### config.mk
export PLATFORM = sky130hd
export DESIGN_NAME = dmg_ctrl
export DESIGN_NICKNAME = d
export VERILOG_FILES = /design/src/rtl/game_pkg.sv /design/src/rtl/cycle_timer.sv /design/src/rtl/dmg_ctrl.sv
export SDC_FILE = /design/constraint.sdc
export NUM_CORES = 1
export LEC_CHECK = 0
export BUFFER_PORTS_ARGS = -buffer_cell sky130_fd_sc_hd__buf_4
export CAP_MARGIN = 20
export CORE_MARGIN = 1.5
export CORE_UTILIZATION = 45
export DETAILED_ROUTE_END_ITERATION = 6
export HOLD_SLACK_MARGIN = 0.02
export PLACE_DENSITY = 0.67
export REMOVE_ABC_BUFFERS = 1
export SYNTH_ARGS = -nofsm -noshare
export SYNTH_HDL_FRONTEND = slang
export SYNTH_SLANG_ARGS = --single-unit
export TNS_END_PERCENT = 20
### constraint.sdc
create_clock -name clk -period 3.6 [get_ports clk]
set_clock_uncertainty 0.2 [all_clocks]
set_input_delay 0.18 -clock clk [delete_from_list [all_inputs] [get_ports clk]]
set_output_delay 0.18 -clock clk [all_outputs]
set_load 0.005 [all_outputs]
### src/rtl/game_pkg.sv
// Shared game-wide types and constants for the Jack Frost game logic.
// Used by the damage controller and the renderer-facing blocks.
package game_pkg;

    typedef enum logic [1:0] {
        ALIVE  = 2'd0,
        INVULN = 2'd1,
        DEAD   = 2'd2
    } state_t;

    localparam int HEALTH_W = 4;

    // Sprite pixels of this colour are not drawn by the renderer.
    localparam logic [11:0] TRANSPARENT_RGB = 12'hF0F;
    localparam logic [3:0]  TRANSPARENT_IDX = 4'hF;

endpackage

### src/rtl/cycle_timer.sv
// Loadable down-counter that reloads to MAX_VAL, holds at zero and flags it.
// Counter width is derived from MAX_VAL.
module cycle_timer #(
    parameter int MAX_VAL = 1,
    localparam int W = (MAX_VAL < 1) ? 1 : $clog2(MAX_VAL + 1)
) (
    input  logic clk,
    input  logic rstn,
    input  logic clr,
    input  logic load,
    input  logic en,
    output logic zero
);

    localparam logic [W-1:0] LOAD_VAL = W'(MAX_VAL);

    logic [W-1:0] count;

    assign zero = (count == '0);

    // clr beats load beats en; the counter never wraps below zero.
    always_ff @(posedge clk or negedge rstn) begin
        if (!rstn) begin
            count <= '0;
        end else if (clr) begin
            count <= '0;
        end else if (load) begin
            count <= LOAD_VAL;
        end else if (en && !zero) begin
            count <= count - 1'b1;
        end
    end

endmodule

### src/rtl/dmg_ctrl.sv
// Player damage / invulnerability controller: owns health, the post-hit
// invulnerability window, sprite blinking and game-over.
module dmg_ctrl
    import game_pkg::*;
#(
    parameter int MONSTER_NUM   = 2,
    parameter int HEALTH_INIT   = 5,
    parameter int INVULN_CYCLES = 300_000_000,
    parameter int BLINK_CYCLES  = 10_000_000
) (
    input  logic                   clk,
    input  logic                   rstn,
    input  logic [MONSTER_NUM-1:0] hit,
    input  logic                   restart,
    input  logic                   pause,
    output logic [HEALTH_W-1:0]    health,
    output logic                   invuln,
    output logic                   sprite_vis,
    output logic                   dmg_pulse,
    output logic [3:0]             hit_src,
    output logic                   game_over,
    output state_t                 state
);

    state_t              state_nx;
    logic [HEALTH_W-1:0] health_nx;
    logic                sprite_nx;
    logic                pulse_nx;
    logic [3:0]          hit_src_nx;
    logic [3:0]          low_idx;
    logic                run;
    logic                accept;
    logic                inv_zero;
    logic                blink_zero;

    assign run    = !restart && !pause;
    assign accept = run && (state == ALIVE) && (|hit);

    always_comb begin
        low_idx = '0;
        for (int i = MONSTER_NUM - 1; i >= 0; i--) begin
            if (hit[i]) low_idx = 4'(i);
        end
    end

    cycle_timer #(.MAX_VAL(INVULN_CYCLES - 1)) u_inv_timer (
        .clk  (clk),
        .rstn (rstn),
        .clr  (restart),
        .load (accept),
        .en   (run && (state == INVULN)),
        .zero (inv_zero)
    );

    cycle_timer #(.MAX_VAL(BLINK_CYCLES - 1)) u_blink_timer (
        .clk  (clk),
        .rstn (rstn),
        .clr  (restart),
        .load (accept || (run && (state == INVULN) && blink_zero)),
        .en   (run && (state == INVULN)),
        .zero (blink_zero)
    );

    always_ff @(posedge clk or negedge rstn) begin
        if (!rstn) begin
            state      <= ALIVE;
            health     <= HEALTH_W'(HEALTH_INIT);
            invuln     <= 1'b0;
            sprite_vis <= 1'b1;
            dmg_pulse  <= 1'b0;
            hit_src    <= '0;
            game_over  <= 1'b0;
        end else begin
            state      <= state_nx;
            health     <= health_nx;
            invuln     <= (state_nx == INVULN);
            sprite_vis <= sprite_nx;
            dmg_pulse  <= pulse_nx;
            hit_src    <= hit_src_nx;
            game_over  <= (state_nx == DEAD);
        end
    end

    always_comb begin
        state_nx = state;
        if (restart) begin
            state_nx = ALIVE;
        end else if (!pause) begin
            case (state)
                ALIVE:   if (|hit) state_nx = (health <= HEALTH_W'(1)) ? DEAD : INVULN;
                INVULN:  if (inv_zero) state_nx = ALIVE;
                DEAD:    state_nx = DEAD;
                default: state_nx = ALIVE;
            endcase
        end
    end

    // Expiry takes precedence over a blink toggle landing on the same cycle.
    always_comb begin
        health_nx  = health;
        sprite_nx  = sprite_vis;
        pulse_nx   = 1'b0;
        hit_src_nx = hit_src;
        if (restart) begin
            health_nx  = HEALTH_W'(HEALTH_INIT);
            sprite_nx  = 1'b1;
            hit_src_nx = '0;
        end else if (!pause) begin
            case (state)
                ALIVE: begin
                    if (|hit) begin
                        health_nx  = (health == '0) ? '0 : health - 1'b1;
                        pulse_nx   = 1'b1;
                        hit_src_nx = low_idx;
                        sprite_nx  = 1'b0;
                    end
                end
                INVULN: begin
                    if (inv_zero)        sprite_nx = 1'b1;
                    else if (blink_zero) sprite_nx = !sprite_vis;
                end
                DEAD:    sprite_nx = 1'b0;
                default: sprite_nx = 1'b1;
            endcase
        end
    end

endmodule

==> results of run 1 <==
-- worst max-delay path, stage by stage (launching register included) --
cell and delay, ns:
sky130_fd_sc_hd__dfrtp_1 0.40, sky130_fd_sc_hd__inv_1 0.12, sky130_fd_sc_hd__ha_1 0.15, sky130_fd_sc_hd__or4b_1 0.51
sky130_fd_sc_hd__nor4_1 0.49, sky130_fd_sc_hd__nand3_1 0.51, sky130_fd_sc_hd__and3_1 0.35, sky130_fd_sc_hd__a311oi_1 0.24
-- synth_stat cells (all sizes together) (4+ instances only) --
| library cell | instances |
|---|---|
| o31ai | 10 |
| o211ai | 15 |
| or2 | 6 |
| nand2 | 25 |
| a31oi | 10 |
| inv | 11 |
| mux2i | 4 |
| xnor2 | 6 |
| o21ai | 22 |
| a21oi | 19 |
| or3 | 17 |
| nor4 | 23 |
| nand3 | 16 |
| nor2 | 38 |
| nand2b | 6 |
| nor4b | 4 |
| ha | 4 |
| nor3 | 20 |
| buf | 6 |
| clkbuf | 16 |
| dfrtp | 61 |
| a21o | 4 |
| nand4 | 8 |
| a211oi | 4 |
| or4 | 18 |
-- state kept, by name, indices dropped and copies added, names as in the netlist --
name                 flops
dmg_pulse                1
game_over                1
health                   4
hit_src                  1
invuln                   1
sprite_vis               1
state                    2
u_blink_timer.count     24
u_inv_timer.count       29
-- final cells by class --
| class | count | area [sq um] |
|---|---|---|
| Inverter | 12 | 45.0 |
| Timing Repair Buffer | 32 | 253 |
| Multi-Input combinational cell | 318 | 1970 |
| Sequential cell | 64 | 1610 |
| Tap cell | 102 | 128 |
| Clock inverter | 2 | 60.1 |
| Fill cell | 758 | 3610 |
| Clock buffer | 14 | 173 |
-- stage by stage --
stage / hold slack [ns] / area (sq um) / power (W) / cells
6_report: 0.222 / 4240 / 0.00211 / 544
5_1_grt: 0.294 / 4240 / 0.00222 / 544
4_1_cts: 0.217 / 4240 / 0.00211 / 544
3_5_place_dp: 0.133 / 3960 / 0.00138 / 523
3_3_place_gp: 0.134 / 3960 / 0.00136 / 523
2_1_floorplan: -0.316 / 3620 / 0.00121 / 394
-- worst max path at each step --
| stage | start | to | cells past startpoint |
|---|---|---|---|
| floorplan | u_inv_timer.count[0] | u_inv_timer.count[13] | 7 |
| global placement | u_inv_timer.count[0] | u_inv_timer.count[24] | 8 |
| detailed placement | u_inv_timer.count[0] | u_inv_timer.count[3] | 8 |
| CTS | u_inv_timer.count[1] | u_inv_timer.count[3] | 8 |
| global route | u_inv_timer.count[1] | u_inv_timer.count[3] | 8 |
| finish | u_inv_timer.count[1] | u_inv_timer.count[1] | 7 |
-- power groups by stage --
stage / Sequential, W / Combinational, W / Clock (W)
6_report: 0.000874 / 0.000505 / 0.000730
2_1_floorplan: 0.000864 / 0.000347 / 0
4_1_cts: 0.000871 / 0.000501 / 0.000735
5_1_grt: 0.000885 / 0.000567 / 0.000769
3_5_place_dp: 0.000883 / 0.000493 / 0
3_3_place_gp: 0.000880 / 0.000484 / 0
-- per-layer routing --
| layer | routed length (um) | vias up |
|---|---|---|
| met1 | 4680 | 1656 |
| li1 | - | 1637 |
| met5 | 0 | - |
| met4 | 114 | 0 |
| met3 | 472 | 9 |
| met2 | 4190 | 113 |
-- placed cells by master (no fill, tap or decap), types with 4 or more instances in the layout --
| cell type | n |
|---|---|
| sky130_fd_sc_hd__clkbuf_8 | 12 |
| sky130_fd_sc_hd__or3_1 | 17 |
| sky130_fd_sc_hd__nor4_1 | 22 |
| sky130_fd_sc_hd__o21ai_0 | 21 |
| sky130_fd_sc_hd__a21oi_1 | 19 |
| sky130_fd_sc_hd__dfrtp_1 | 61 |
| sky130_fd_sc_hd__xnor2_1 | 6 |
| sky130_fd_sc_hd__nand4_1 | 8 |
| sky130_fd_sc_hd__a31oi_1 | 10 |
| sky130_fd_sc_hd__nand2b_1 | 6 |
| sky130_fd_sc_hd__ha_1 | 4 |
| sky130_fd_sc_hd__o31ai_1 | 10 |
| sky130_fd_sc_hd__a211oi_1 | 4 |
| sky130_fd_sc_hd__nor3_1 | 19 |
| sky130_fd_sc_hd__inv_1 | 11 |
| sky130_fd_sc_hd__o211ai_1 | 15 |
| sky130_fd_sc_hd__nand2_1 | 25 |
| sky130_fd_sc_hd__buf_4 | 27 |
| sky130_fd_sc_hd__or2_2 | 5 |
| sky130_fd_sc_hd__nor2_1 | 38 |
| sky130_fd_sc_hd__a21o_1 | 4 |
| sky130_fd_sc_hd__or4_1 | 16 |
| sky130_fd_sc_hd__dlygate4sd3_1 | 5 |
| sky130_fd_sc_hd__mux2i_1 | 4 |
| sky130_fd_sc_hd__nand3_1 | 16 |
-- logic make-up after synthesis --
logic type	after synthesis
flip-flops	64
AND/OR/NAND/NOR	196
buffers and inverters	34
XOR/XNOR	9
AO/OA/AOI/OAI	102
other	1
adder cells (fa/ha/maj)	4
multiplexers	4
==> results by group, run 1 <==
Pwr
  – Sequential share of power: 41.5%
  – Static Leakage: 1.73 nW
  – Power per cell area: 497 nW/um^2
  – Maximum resistive drop on vdd: 0.000256 V
  – Switching component of the power: 0.000673 W
  – Cell-internal power: 0.00144 W
  – Switching part of the total power: 31.9%
  – Clk pwr share: 34.6%
  – Combinational Power Share: 23.9%

Critical path
  – R2R setup slack: 0.54 ns
  – CP endpoint kind: flip-flop
  – Required arrival time at the worst endpoint: 3.64 ns
  – CP Class: flip-flop to flip-flop
  – FF-to-FF End: u_inv_timer.count[1]
  – Launch point of the worst reg-to-reg path: u_inv_timer.count[1]
  – Biggest fanout along the worst timing path: 11
  – Sort of element at the start of the critical path: flip-flop
  – Arrival time at the worst endpoint: 3.10 ns
  – Reg2Reg Depth: 7

Timing
  – Worst relative slew slack: 40.2%
  – Final hold violation count: 0
  – Setup repair after global routing missed its margin: no
  – Measured slew at the worst slew-check pin: 0.889 ns
  – Max-slew violation count: 0
  – Count of endpoints failing setup in the final report: 0
  – Post-route worst setup slack: 0.537 ns
  – Maximum clock frequency: 0.326 GHz
  – Share of the clock period used by the worst path after layout: 85.1%
  – Time the worst path needs with I/O delays and setup: 3.06 ns
  – Final setup TNS: 0 ns

Global route
  – Total congestion overflow after global routing: 0
  – Most congested layer reported by global routing: met1
  – Number of antenna violations at the first check in global routing: 0
  – Global-route total usage across every layer: 23.6%
  – Via count of the first global-routing pass: 3,229
  – Global routing met3 resource utilization: 4.37%
  – Pin count of the biggest net entering global routing: 65
  – Met2 Use GR: 34.7%
  – Met1 track demand over resource: 35.3%
  – Global-route wire length before repair: 16,200 um

Finish
  – Area growth from synthesis to final layout: 13.8%
  – Layout Utilization: 54.0%
  – Share of layout cells above drive strength 1: 12.7%
  – Number of diodes: 0
  – Final Net Count: 447

Clock tree
  – Clock-pin slew of the registers on the worst-case setup and hold paths: 0.07 ns
  – Deepest level of the CTS H-tree: 3
  – Bufs on Longest Clock Path: 2
  – CTS Sinks: 64
  – Count of buffers added by post-CTS timing repair for setup: 0
  – Latest clock arrival within the worst-skew pair: 0.34 ns
  – Clock tree from TritonCTS: yes
  – Clock tree root driver cell: sky130_fd_sc_hd__clkbuf_8
  – Hold buffer count at CTS: 5
  – Post-CTS resize count: 0
  – Cts bufs inserted: 9

Detailed routing
  – Total routed wirelength: 9460 um
  – Remaining number of nets flagged by the antenna check after routing: 0
  – Total number of vias: 3,415
  – Number of vias per cell after detailed routing: 6.28
  – DRT Pass-1 Iters: 5
  – Initial drt markers: 235
  – Average wire per cell in the routed design: 17.4 um
  – Detailed-route DRC error count: 0

Logic synthesis
  – Total of flip-flops plus latches after synthesis: 64
  – Post-synth top area cell: sky130_fd_sc_hd__dfrtp_1
  – Part of the Yosys area used for sequential elements: 43.1%
  – Synth top area share: 41.0%
  – Syn avg cell area: 8.99 sq um
  – Post-synthesis compound-gate area fraction: 18.2%
  – Cell Area, Synth: 3720 sq um
  – Number of enable-type register cells in the synthesized netlist: 0
  – Synth Area in Adders: 1.34%
  – Synthesized netlist cell count: 414
  – Share of synthesized flip-flops with an asynchronous set or reset: 100%
  – Fraction of synthesized area in multiplexers: 1.08%
  – Distinct cell type count after synthesis: 54
  – Fraction of the mapped netlist area in simple logic gates: 30.1%
  – Post-synthesis xor/xnor area fraction: 2.12%
  – Main combinational cell family by area after synthesis: simple AND/OR/NAND/NOR gates
  – Most used flip-flop cell after synthesis: sky130_fd_sc_hd__dfrtp_1
  – Total number of yosys warnings: 0
  – Cells taking the most area after synthesis: sky130_fd_sc_hd__dfrtp_1 (41%), sky130_fd_sc_hd__nor2_1 (3.8%), sky130_fd_sc_hd__nor4_1 (3.7%)

Die
  – Starting utilization of the core area: 47.4%
  – Top-Level Pins: 20
  – Core area: 7850 sq um
  – Die outline height: 94.0 um
  – Overall die width: 94.0 um
  – Floorplan row count: 32
  – Total Die Area: 8830 sq um

Hold path
  – Startpoint of the lowest-slack hold path: hit[1]
  – Worst hold path class: input pin to flip-flop
  – Hold Path Stages: 5
  – Capture endpoint of the worst hold path: sprite_vis

Placed design
  – Gpl congestion: 0.888
  – Worst setup slack before clock tree synthesis: 0.572 ns
  – HPWL after detailed placement: 6250 um
  – Port buffer count: 16

Flow run
  – Max-capacitance violation count: 0

Run status
  – Run status: complete, no violations
Power figures use the tool's default switching activity.
==> run 2, diff against run 1 <==
--- a/config.mk
+++ b/config.mk
@@ -5,13 +5,14 @@
 export SDC_FILE = /design/constraint.sdc
 export NUM_CORES = 1
 export LEC_CHECK = 0
-export BUFFER_PORTS_ARGS = -buffer_cell sky130_fd_sc_hd__buf_4
+export BUFFER_PORTS_ARGS = -buffer_cell sky130_fd_sc_hd__buf_2
 export CAP_MARGIN = 20
 export CORE_MARGIN = 1.5
 export CORE_UTILIZATION = 45
 export DETAILED_ROUTE_END_ITERATION = 6
 export HOLD_SLACK_MARGIN = 0.02
 export PLACE_DENSITY = 0.67
+export RECOVER_POWER = 100
 export REMOVE_ABC_BUFFERS = 1
 export SYNTH_ARGS = -nofsm -noshare
 export SYNTH_HDL_FRONTEND = slang
==> results by group, run 2 (synthesized netlist as in run 1, its figures left out) <==
Finish
  – Share of layout cells above drive strength 1: 10.9%
  – Number of diodes: 0
  – Most common cell after layout, fill and taps aside: sky130_fd_sc_hd__dfrtp_1
  – Highest-count cells in the layout ignoring fill and taps: sky130_fd_sc_hd__dfrtp_1 (61), sky130_fd_sc_hd__nor2_1 (38), sky130_fd_sc_hd__nand2_1 (25)
  – Summed area of non-filler cells in the final layout: 4100 sq um
  – Number of flip-flops in the largest register: 29
  – Area growth from synthesis to final layout: 10.1%
  – Largest registers ranked by flip-flop count: u_inv_timer.count x29, u_blink_timer.count x24, health x4
  – Final Net Count: 446
  – Layout Utilization: 52.2%
  – Register ranked first by flip-flop count: u_inv_timer.count

Timing
  – Worst relative slew slack: 2.31%
  – Count of endpoints failing setup in the final report: 0
  – Share of the clock period used by the worst path after layout: 87.2%
  – Maximum clock frequency: 0.318 GHz
  – Final hold violation count: 0
  – Setup repair after global routing missed its margin: no
  – Final setup TNS: 0 ns
  – Measured slew at the worst slew-check pin: 1.47 ns
  – WHS: 0.0485 ns
  – Time the worst path needs with I/O delays and setup: 3.14 ns
  – Max-slew violation count: 0

Detailed routing
  – Detailed-route DRC error count: 0
  – Remaining number of nets flagged by the antenna check after routing: 0
  – DRT Pass-1 Iters: 4
  – Total routed wirelength: 9240 um
  – Total number of vias: 3,401
  – Initial drt markers: 269
  – Number of vias per cell after detailed routing: 6.26
  – Average wire per cell in the routed design: 17.0 um

Placed design
  – HPWL after detailed placement: 6260 um
  – Gpl congestion: 0.834
  – Port buffer count: 16
  – Placed cell area: 3930 sq um

Clock tree
  – Latest clock arrival within the worst-skew pair: 0.35 ns
  – Bufs on Longest Clock Path: 2
  – Deepest level of the CTS H-tree: 3
  – Hold buffer count at CTS: 2
  – Cts bufs inserted: 9
  – Clock-pin slew of the registers on the worst-case setup and hold paths: 0.07 ns
  – Post-CTS resize count: 0
  – Clock tree from TritonCTS: yes
  – CTS Sinks: 64
  – Clock tree root driver cell: sky130_fd_sc_hd__clkbuf_8
  – Count of buffers added by post-CTS timing repair for setup: 0

Global route
  – Global-route total usage across every layer: 22.9%
  – Via count of the first global-routing pass: 3,050
  – Pin count of the biggest net entering global routing: 40
  – Total congestion overflow after global routing: 0
  – Global-route wire length before repair: 15,500 um
  – Number of antenna violations at the first check in global routing: 0

Die
  – Die outline height: 94.0 um
  – Overall die width: 94.0 um
  – Total Die Area: 8830 sq um
  – Starting utilization of the core area: 47.4%
  – Top-Level Pins: 20
  – Core area: 7850 sq um
  – Floorplan row count: 32

Critical path
  – Sort of element at the start of the critical path: flip-flop
  – Required arrival time at the worst endpoint: 3.64 ns
  – CP endpoint kind: flip-flop
  – Biggest fanout along the worst timing path: 13
  – Arrival time at the worst endpoint: 3.18 ns
  – CP Class: flip-flop to flip-flop
  – Reg2Reg Depth: 8
  – Launch point of the worst reg-to-reg path: u_inv_timer.count[0]
  – R2R setup slack: 0.46 ns
  – FF-to-FF End: u_inv_timer.count[14]

Hold path
  – Capture endpoint of the worst hold path: hit_src[0]
  – Worst hold path class: input pin to flip-flop
  – Hold Path Stages: 4
  – Startpoint of the lowest-slack hold path: hit[1]

Pwr
  – Static Leakage: 1.67 nW
  – Maximum resistive drop on vdd: 0.000212 V
  – Power per cell area: 470 nW/um^2

Flow run
  – Max-capacitance violation count: 0

Run status
  – Run status: complete, no violations
==> run 2: worst max-delay path: stages, from the launching register on <==
cell                       delay [ns]
sky130_fd_sc_hd__dfrtp_1         0.42
sky130_fd_sc_hd__inv_1           0.12
sky130_fd_sc_hd__ha_1            0.15
sky130_fd_sc_hd__or4b_1          0.50
sky130_fd_sc_hd__or4_1           0.54
sky130_fd_sc_hd__nor3_2          0.56
sky130_fd_sc_hd__buf_4           0.29
sky130_fd_sc_hd__o311ai_0        0.15
sky130_fd_sc_hd__o31ai_1         0.12
==> run 2: through the flow <==
step           power [W]  cells  setup slack (ns)
2_1_floorplan    0.00121    394             0.589
3_3_place_gp     0.00136    525             0.671
3_5_place_dp     0.00137    525             0.556
4_1_cts          0.00195    543             0.534
5_1_grt          0.00205    543             0.233
6_report         0.00193    543             0.460
==> run 2: power by group <==
part	total [W]	switching, W	internal [W]
Sequential	0.000871	0.0000789	0.000792
Combinational	0.000478	0.000299	0.000179
Clock	0.000579	0.000276	0.000303
==> run 2: cell type report <==
type,count,area [sq um]
multi-input cells,318,1960
fillers,747,3750
repair buffers,31,178
clock inverters,3,15.0
inverters,12,45.0
well taps,102,128
clock buffers,13,169
flip-flops and latches,64,1610
==> run 2: worst max-delay path by stage <==
stage / start / endpoint / depth (start not counted)
finish: u_inv_timer.count[0] / u_inv_timer.count[14] / 8
detailed placement: u_inv_timer.count[0] / u_inv_timer.count[1] / 7
floorplan: u_inv_timer.count[0] / u_inv_timer.count[13] / 7
global placement: u_inv_timer.count[0] / u_inv_timer.count[1] / 7
global route: u_inv_timer.count[0] / u_inv_timer.count[3] / 8
CTS: u_inv_timer.count[0] / u_inv_timer.count[1] / 7
==> run 2: layer usage <==
| metal | share of wire, % | GRT usage, % | vias up |
|---|---|---|---|
| li1 | - | - | 1631 |
| met5 | 0 | 0 | - |
| met1 | 50 | 33.8 | 1631 |
| met2 | 44 | 33.5 | 127 |
| met4 | 1.5 | 8.71 | 0 |
| met3 | 5.4 | 3.64 | 12 |
